<file path="config.mk">
export PLATFORM = sky130hd
export DESIGN_NAME = alu_op_issue_stage
export DESIGN_NICKNAME = d
export VERILOG_FILES = /design/src/rtl/alu_op_issue_stage.sv
export SDC_FILE = /design/constraint.sdc
export NUM_CORES = 1
export LEC_CHECK = 0
export CELL_PAD_IN_SITES_DETAIL_PLACEMENT = 1
export CELL_PAD_IN_SITES_GLOBAL_PLACEMENT = 2
export CORE_ASPECT_RATIO = 1.1
export CORE_MARGIN = 4
export CORE_UTILIZATION = 20
export CTS_CLUSTER_DIAMETER = 40
export DETAILED_ROUTE_END_ITERATION = 12
export PLACE_DENSITY = 0.74
export SLEW_MARGIN = 20
export SYNTH_ARGS = -nofsm -noshare
export SYNTH_HDL_FRONTEND = slang
export SYNTH_SLANG_ARGS = --single-unit
</file>
<file path="constraint.sdc">
create_clock -name clk -period 2 [get_ports clk]
set_clock_uncertainty 0.15 [all_clocks]
set_input_delay 0.2 -clock clk [delete_from_list [all_inputs] [get_ports clk]]
set_output_delay 0.2 -clock clk [all_outputs]
set_load 0.01 [all_outputs]
</file>
<file path="src/rtl/alu_op_issue_stage.sv">
// ID/EX issue stage: decodes RV64 opcode/funct3/funct7[5] into the 4-bit ALU op, selects operand B,
// and registers the result behind a valid/ready handshake with flush and saturating event counters.
module alu_op_issue_stage #(
  parameter int XLEN  = 64,
  parameter int CNT_W = 16
) (
  input  logic             clk,
  input  logic             rst_n,
  input  logic             in_valid,
  output logic             in_ready,
  input  logic [6:0]       opcode,
  input  logic [2:0]       funct3,
  input  logic             funct7b5,
  input  logic [XLEN-1:0]  rs1_data,
  input  logic [XLEN-1:0]  rs2_data,
  input  logic [XLEN-1:0]  imm,
  input  logic [4:0]       rd,
  input  logic             flush,
  output logic             out_valid,
  input  logic             out_ready,
  output logic [XLEN-1:0]  alu_a,
  output logic [XLEN-1:0]  alu_b,
  output logic [3:0]       alu_op,
  output logic [4:0]       rd_q,
  output logic             is_branch,
  output logic             br_on_zero,
  output logic             illegal,
  output logic [CNT_W-1:0] issued_cnt,
  output logic [CNT_W-1:0] illegal_cnt
);

  localparam logic [6:0] OPC_R      = 7'b0110011;
  localparam logic [6:0] OPC_I      = 7'b0010011;
  localparam logic [6:0] OPC_LOAD   = 7'b0000011;
  localparam logic [6:0] OPC_STORE  = 7'b0100011;
  localparam logic [6:0] OPC_BRANCH = 7'b1100011;

  localparam logic [3:0] OP_AND = 4'b0000;
  localparam logic [3:0] OP_OR  = 4'b0001;
  localparam logic [3:0] OP_ADD = 4'b0010;
  localparam logic [3:0] OP_SUB = 4'b0110;
  localparam logic [3:0] OP_BLT = 4'b1000;
  localparam logic [3:0] OP_ILL = 4'b1111;

  function automatic logic [CNT_W-1:0] sat_inc(input logic [CNT_W-1:0] c);
    if (c == {CNT_W{1'b1}}) begin
      return c;
    end else begin
      return c + {{(CNT_W-1){1'b0}}, 1'b1};
    end
  endfunction

  logic             dec_use_imm_s;
  logic             dec_branch_s;
  logic             dec_bz_s;
  logic [3:0]       dec_op_s;
  logic             dec_illegal_s;
  logic [XLEN-1:0]  dec_b_s;
  logic             accept_s;

  logic             out_valid_q, out_valid_d;
  logic [XLEN-1:0]  alu_a_q, alu_b_q;
  logic [3:0]       alu_op_q;
  logic [4:0]       rd_q_q;
  logic             is_branch_q, br_on_zero_q, illegal_q;
  logic [CNT_W-1:0] issued_q, issued_d, illegal_cnt_q, illegal_cnt_d;

  // Instruction decode into ALU op, operand-B select and branch sense
  always_comb begin
    dec_op_s      = OP_ILL;
    dec_use_imm_s = 1'b0;
    dec_branch_s  = 1'b0;
    dec_bz_s      = 1'b0;
    case (opcode)
      OPC_R: begin
        case (funct3)
          3'b000:  dec_op_s = funct7b5 ? OP_SUB : OP_ADD;
          3'b111:  dec_op_s = OP_AND;
          3'b110:  dec_op_s = OP_OR;
          default: dec_op_s = OP_ILL;
        endcase
      end
      OPC_I: begin
        dec_use_imm_s = 1'b1;
        case (funct3)
          3'b000:  dec_op_s = OP_ADD;
          3'b111:  dec_op_s = OP_AND;
          3'b110:  dec_op_s = OP_OR;
          default: dec_op_s = OP_ILL;
        endcase
      end
      OPC_LOAD, OPC_STORE: begin
        dec_use_imm_s = 1'b1;
        dec_op_s      = OP_ADD;
      end
      OPC_BRANCH: begin
        // BEQ/BLT take the branch on ZERO=1, BNE on ZERO=0
        case (funct3)
          3'b000:  begin dec_op_s = OP_SUB; dec_branch_s = 1'b1; dec_bz_s = 1'b1; end
          3'b001:  begin dec_op_s = OP_SUB; dec_branch_s = 1'b1; dec_bz_s = 1'b0; end
          3'b100:  begin dec_op_s = OP_BLT; dec_branch_s = 1'b1; dec_bz_s = 1'b1; end
          default: dec_op_s = OP_ILL;
        endcase
      end
      default: dec_op_s = OP_ILL;
    endcase
  end

  assign dec_illegal_s = (dec_op_s == OP_ILL);
  assign dec_b_s       = dec_use_imm_s ? imm : rs2_data;
  assign in_ready      = ~out_valid_q | out_ready;
  assign accept_s      = in_valid & in_ready & ~flush;

  // Output-valid and counter next state; flush wins over everything
  always_comb begin
    if (flush) begin
      out_valid_d = 1'b0;
    end else if (accept_s) begin
      out_valid_d = 1'b1;
    end else if (out_ready) begin
      out_valid_d = 1'b0;
    end else begin
      out_valid_d = out_valid_q;
    end
    issued_d      = (accept_s & ~dec_illegal_s) ? sat_inc(issued_q) : issued_q;
    illegal_cnt_d = (accept_s &  dec_illegal_s) ? sat_inc(illegal_cnt_q) : illegal_cnt_q;
  end

  // Handshake state, payload and counters
  always_ff @(posedge clk or negedge rst_n) begin
    if (!rst_n) begin
      out_valid_q   <= 1'b0;
      alu_a_q       <= {XLEN{1'b0}};
      alu_b_q       <= {XLEN{1'b0}};
      alu_op_q      <= OP_ADD;
      rd_q_q        <= 5'd0;
      is_branch_q   <= 1'b0;
      br_on_zero_q  <= 1'b0;
      illegal_q     <= 1'b0;
      issued_q      <= {CNT_W{1'b0}};
      illegal_cnt_q <= {CNT_W{1'b0}};
    end else begin
      out_valid_q   <= out_valid_d;
      issued_q      <= issued_d;
      illegal_cnt_q <= illegal_cnt_d;
      if (accept_s) begin
        alu_a_q      <= rs1_data;
        alu_b_q      <= dec_b_s;
        alu_op_q     <= dec_op_s;
        rd_q_q       <= rd;
        is_branch_q  <= dec_branch_s;
        br_on_zero_q <= dec_bz_s;
        illegal_q    <= dec_illegal_s;
      end else begin
        alu_a_q      <= alu_a_q;
        alu_b_q      <= alu_b_q;
        alu_op_q     <= alu_op_q;
        rd_q_q       <= rd_q_q;
        is_branch_q  <= is_branch_q;
        br_on_zero_q <= br_on_zero_q;
        illegal_q    <= illegal_q;
      end
    end
  end

  assign out_valid   = out_valid_q;
  assign alu_a       = alu_a_q;
  assign alu_b       = alu_b_q;
  assign alu_op      = alu_op_q;
  assign rd_q        = rd_q_q;
  assign is_branch   = is_branch_q;
  assign br_on_zero  = br_on_zero_q;
  assign illegal     = illegal_q;
  assign issued_cnt  = issued_q;
  assign illegal_cnt = illegal_cnt_q;

endmodule

</file>
* Yosys cells after proc, flatten, opt, wreduce, memory -nomap -nowiden
Cells that the tools add are included.
Word-level totals: register bits 173, bits of input ports 213, output and inout bits 174, word-level logic and storage cells 57
Operators by class: $add $sub $neg 2, equal/unequal tests 12, mux-type cells 14, bitwise gates (word level) 10, reduce and logical (&&, ||, !) cells 9
Operator list (count):
- 2-to-1 mux 64 bit | 1
- adder 16 x 1 -> 16 bit (second input constant) | 2
- equality test 16 bit (second input constant) | 2
- one-hot mux 4 bit (3 select lines) | 2
- one-hot mux 4 bit (4 select lines) | 1
- equality test 7 x 6 -> 1 bit (second input constant) | 2
- equality test 3 bit (second input constant) | 3
- 2-to-1 mux 1 bit | 8
- one-hot mux 4 bit (2 select lines) | 1
- equality test 7 x 2 -> 1 bit (second input constant) | 1
- equality test 7 x 5 -> 1 bit (second input constant) | 1
- equality test 7 bit (second input constant) | 1
- OR reduction 2 bit | 3
- OR reduction 3 bit | 2
- NOT 1 bit | 5
- AND 1 bit | 4
- equality test 4 bit (second input constant) | 1
- AND reduction 2 bit | 2
- equality test 3 x 1 -> 1 bit (second input constant) | 1
- logical NOT 3 bit | 1
- 2-to-1 mux 3 bit | 1
- nonzero test 3 bit | 1
- bitwise OR 1 bit | 1

* Depth between registers and ports, before layout
word-level depth 8, depth in mapped cells 8

* Least setup slack after synthesis
OpenSTA, ideal clock, no wires.
kind reg2reg, start point register out_valid_q, in the netlist out_valid, end point register br_on_zero_q, in the netlist br_on_zero, arrival time 1978 ps, required time 1740 ps, setup slack -238 ps, stages on the path, launching flop included 9, buffers on the path 3, period minus slack after synthesis 2238 ps, path through dfrtp_1 -> nor2b_1 -> inv_1 -> nand3b_1 -> clkbuf_1 -> clkbuf_1 -> clkbuf_1 -> nand2_1 -> o41ai_1
Between the ends: word-level cells in the longest chain between the ends 4
RTL lines:
- from (decl) | line 61 | logic out_valid_q, out_valid_d;
- from (signal assigned) | line 143 | out_valid_q <= out_valid_d;
- NOT 1 bit | line 111 | assign in_ready = ~out_valid_q | out_ready;
- bitwise OR 1 bit | line 111
- via in_ready | line 10 | output logic in_ready,
- AND 1 bit (2 in series) | line 112 | assign accept_s = in_valid & in_ready & ~flush;
- to (signal assigned) | line 152 | br_on_zero_q <= dec_bz_s;
- to (signal assigned) | line 160 | br_on_zero_q <= br_on_zero_q;
- to (decl) | line 65 | logic is_branch_q, br_on_zero_q, illegal_q;
The timed path passes the listed nets, and every way through them passes these cells. A chain may end at the register's enable or synchronous reset.

* Worst setup path in the final report
start point input port funct3[2], end point register issued_q[5], in the netlist issued_cnt[5]
Between the ends: word-level cells in the longest chain between the ends 8, elaborated cells on any way between the ends 14, those cells by class eq/ne: 5; mux: 4; bitwise: 2; reduce/logical: 3
RTL lines:
- from (decl) | line 12 | input logic [2:0] funct3,
- equality test 3 x 1 -> 1 bit or logical NOT 3 bit (tied branches) | line 98, 76, 85
- OR reduction 2 bit (no line)
- one-hot mux 4 bit (2 select lines) | line 98 | case (funct3)
- one-hot mux 4 bit (4 select lines) * | line 74 | case (opcode)
- equality test 4 bit * | line 109 | assign dec_illegal_s = (dec_op_s == OP_ILL);
- NOT 1 bit * | line 125 | issued_d = (accept_s & ~dec_illegal_s) ? sat_inc(issued_q) : issued_q;
- AND 1 bit * | line 125
- AND reduction 2 bit (no line) *
- to (signal assigned) | line 140 | issued_q <= {CNT_W{1'b0}};
- to (signal assigned) | line 144 | issued_q <= issued_d;
- to (decl) | line 66 | logic [CNT_W-1:0] issued_q, issued_d, illegal_cnt_q, illegal_cnt_d;
Mark *: on every way between the ends. The rest lies on a longest branch, timed or not.

==> impl_results.md <==
- Deepest clock path buffer count: 2
- Grt total ovfl: 0
- Slew Limit Fails: 0
- Register area share after synthesis: 57.9%
- Failing checks: negative setup slack
- Worst Max-Slew Pin Slew: 0.487 ns
- Post-route clock period utilization: 103%
- First-pass GRT wire length: 43,300 um
- Post-synth top flop: dfrtp_1
- Hold crit path type: in -> reg
- # setup viols final: 1
- Post-Synthesis Cells: 762
- Layout cell share with drive strength beyond 1: 11.7%
- Max VDD drop: 0.544 mV
- Clk sinks: 173
- Synth Register Bits: 173
- Metal-1 WL: 11,100 um
- WL final: roughly 29,000 um
- Final Hold Fails: 0
- Final HPWL DP: 22,100 um
- GRT Resource Usage Total: between 10% and 20%
- Tot Pwr: 10.2 mW
- 1st-iter DRT viols: approximately 160
- # fillers: ~4,200
- Die ar.: roughly 41,000 um^2
- Mapped Nets: 977
- Status: finished with violations
- I/O pins: 387
- Largest net degree at the start of global routing: 96
- Synthesized area per cell: 9.82 um^2
- Worst setup SP type: input pin
- Area Growth Syn to Fin: 77.8%
- PortBufs: 386
- First drt pass iteration count: 4
- # rows: 74
- Num CTS Buffers: 17
- Arrival time worst endpoint: 2.21 ns
- Die H: 211 um
- Via/cell ratio: 4.10
- Nature of the critical path endpoint: flop
- Worst endpoint required time: 2.16 ns
- PnR worst setup slack: -0.0524 ns
- Vias: 7,062
- Post-route cell area: 13,300 um^2
- Min Hold Slack: 0.150 ns
- Worst skew pair latency: about 0.43 ns
- DR DRC count: 0
- Min cycle time layout: 2.05 ns
- Synth Cell Area: between 7000 and 8000 um^2
- Top-count cell post-synth: nand2_1
- Post-Route Utilization: 35.9%
- Total negative slack: -0.0524 ns
- Initial antenna violation count: 1
- Yosys cell types: 40
- Crit Path Max Fanout: 5
- Final Net Count: 1,430
- H-Tree Depth: 4
- Routed Antenna Nets: 0
- Vias in the first global route: 7,735
- Max Cap Viol: 0
- Ranking of synthesized cells by area: dfrtp_1, nand2_1, mux2i_1, o21ai_0, xnor2_1
- Placer Congestion: 0.770
- Starting density of the core: 20.2%
- Core Box Area: 37,000 um^2
- DR WL met2: between 10,000 and 15,000 um
- Avg WL per Cell: 16.7 um
- Post-synth top cells: nand2_1, dfrtp_1, o21ai_0
- Leak: ~6.3 nW
- RSZ-0062 raised after global routing: yes
- TritonCTS clock tree: done
- Placed cell area: 12,500 um^2
- Area leader, netlist: dfrtp_1
- Highest Signal Layer: met4
- Slew Limit Headroom: 67.5%
- Power Density: slightly below 800 nW/um^2
- FMAX: 0.487 GHz
- DIE WIDTH: 192 um
- Clk root buf: clkbuf_16
- Clock Pin Slew Worst Setup and Hold Paths: 0.08 ns
- WL met3: 2680 um
- Area share of the largest cell type after synthesis: between 50% and 60%
- EDFF count, synth: 0
- Kind of critical path: in -> reg
- Synth async-reset ratio: 100%
- Syn. warnings: 0
[cell type report]
type	count	area [um^2]	share of cell area, %
inverter	2	7.51	0.0564
clock buffer	18	439	3.30
sequential	173	4330	32.6
timing repair buffer	474	4700	35.3
clock inverter	12	128	0.960
multi-input combinational	547	3080	23.1
antenna	1	2.50	0.0188
tap	494	618	4.65
[where the power goes]
| part | switching [mW] | leakage (nW) | internal, mW |
|---|---|---|---|
| sequential | 0.249 | 2.17 | 3.95 |
| combinational | 1.13 | 3.82 | 1.57 |
| clock | 1.54 | 0.277 | 1.78 |
| total | 2.92 | 6.27 | 7.30 |
[registers in the layout, summed over array words and instances, names as in the netlist]
| name | count |
|---|---|
| alu_a | 64 |
| alu_b | 64 |
| alu_op | 4 |
| br_on_zero | 1 |
| illegal | 1 |
| illegal_cnt | 16 |
| is_branch | 1 |
| issued_cnt | 16 |
| out_valid | 1 |
| rd_q | 5 |
[through the flow]
stage | setup slack, ns | instances
after floorplan | -0.124 | 762
after global placement | -0.660 | 1677
after detailed placement | -0.669 | 1677
after CTS | -0.0472 | 1714
after global routing | -0.0513 | 1721
final | -0.0524 | 1721
[critical path: stages]
cell and delay [ns]:
clkdlybuf4s50_1 0.46, and3_1 0.24, a211oi_4 0.31, buf_12 0.16, nand3_4 0.07, or4_1 0.50, mux2_4 0.27
[cell usage in the layout (no fill, tap or decap), drive strengths merged, types with 3 or more instances in the layout]
cell type / netlist / layout
clkdlybuf4s50: 0 / 379
nand2: 287 / 287
dfrtp: 172 / 172
buf: 8 / 86
o21ai: 68 / 68
mux2i: 65 / 65
clkbuf: 32 / 20
xnor2: 16 / 16
nand3: 16 / 16
nand4: 13 / 13
nor2: 13 / 13
inv: 2 / 9
a31oi: 8 / 8
and3: 8 / 8
xor2: 8 / 8
dlygate4sd2: 0 / 5
mux2: 5 / 5
nor3: 4 / 4
nor4: 4 / 4
nand4bb: 3 / 3
nand2b: 3 / 3
clkinv: 0 / 3
nor2b: 3 / 3
[cell families (layout without fill, tap and decap cells)]
kind of cell | after synthesis | count (layout) | synth area share (%)
xor+xnor | 24 | 24 | 2.81
mux | 70 | 70 | 9.45
simple gates | 365 | 365 | 20.9
flops | 173 | 173 | 57.9
compound gates | 86 | 86 | 6.39
buf+inv | 42 | 506 | 2.21
other cells | 0 | 1 | 0
fa+ha+maj | 2 | 2 | 0.334
[what timing repair did]
action | in CTS | in global routing
endpoints found under the setup margin | 58 | 46
resized for setup | 14 | 14
hold endpoints to repair | 55 | 0
cloned | 1 | 1
setup buffers | 5 | 6
hold buffers | 1 | 0
pin swaps | 6 | 7
[layer usage]
metal	up-vias	GRT usage, %
met3	20	5.07
met4	0	3.52
met5	-	0
met1	3336	15.5
li1	3436	-
met2	270	24.5
[path summary, 6_finish.rpt]
| path | from | to | slack [ns] | depth (start not counted) |
|---|---|---|---|---|
| max | funct3[2] | issued_cnt[5] | -0.05 | 7 |
| min | rs1_data[56] | alu_a[56] | 0.15 | 3 |
| max reg2reg | out_valid | issued_cnt[5] | -0.02 | 6 |
| min reg2reg | alu_a[51] | alu_a[51] | 0.33 | 2 |
| max in group asynchronous | rst_n | alu_b[2] | 0.87 | 3 |
| min in group asynchronous | rst_n | alu_a[24] | 0.16 | 2 |
(Power assumes the default switching activity.)
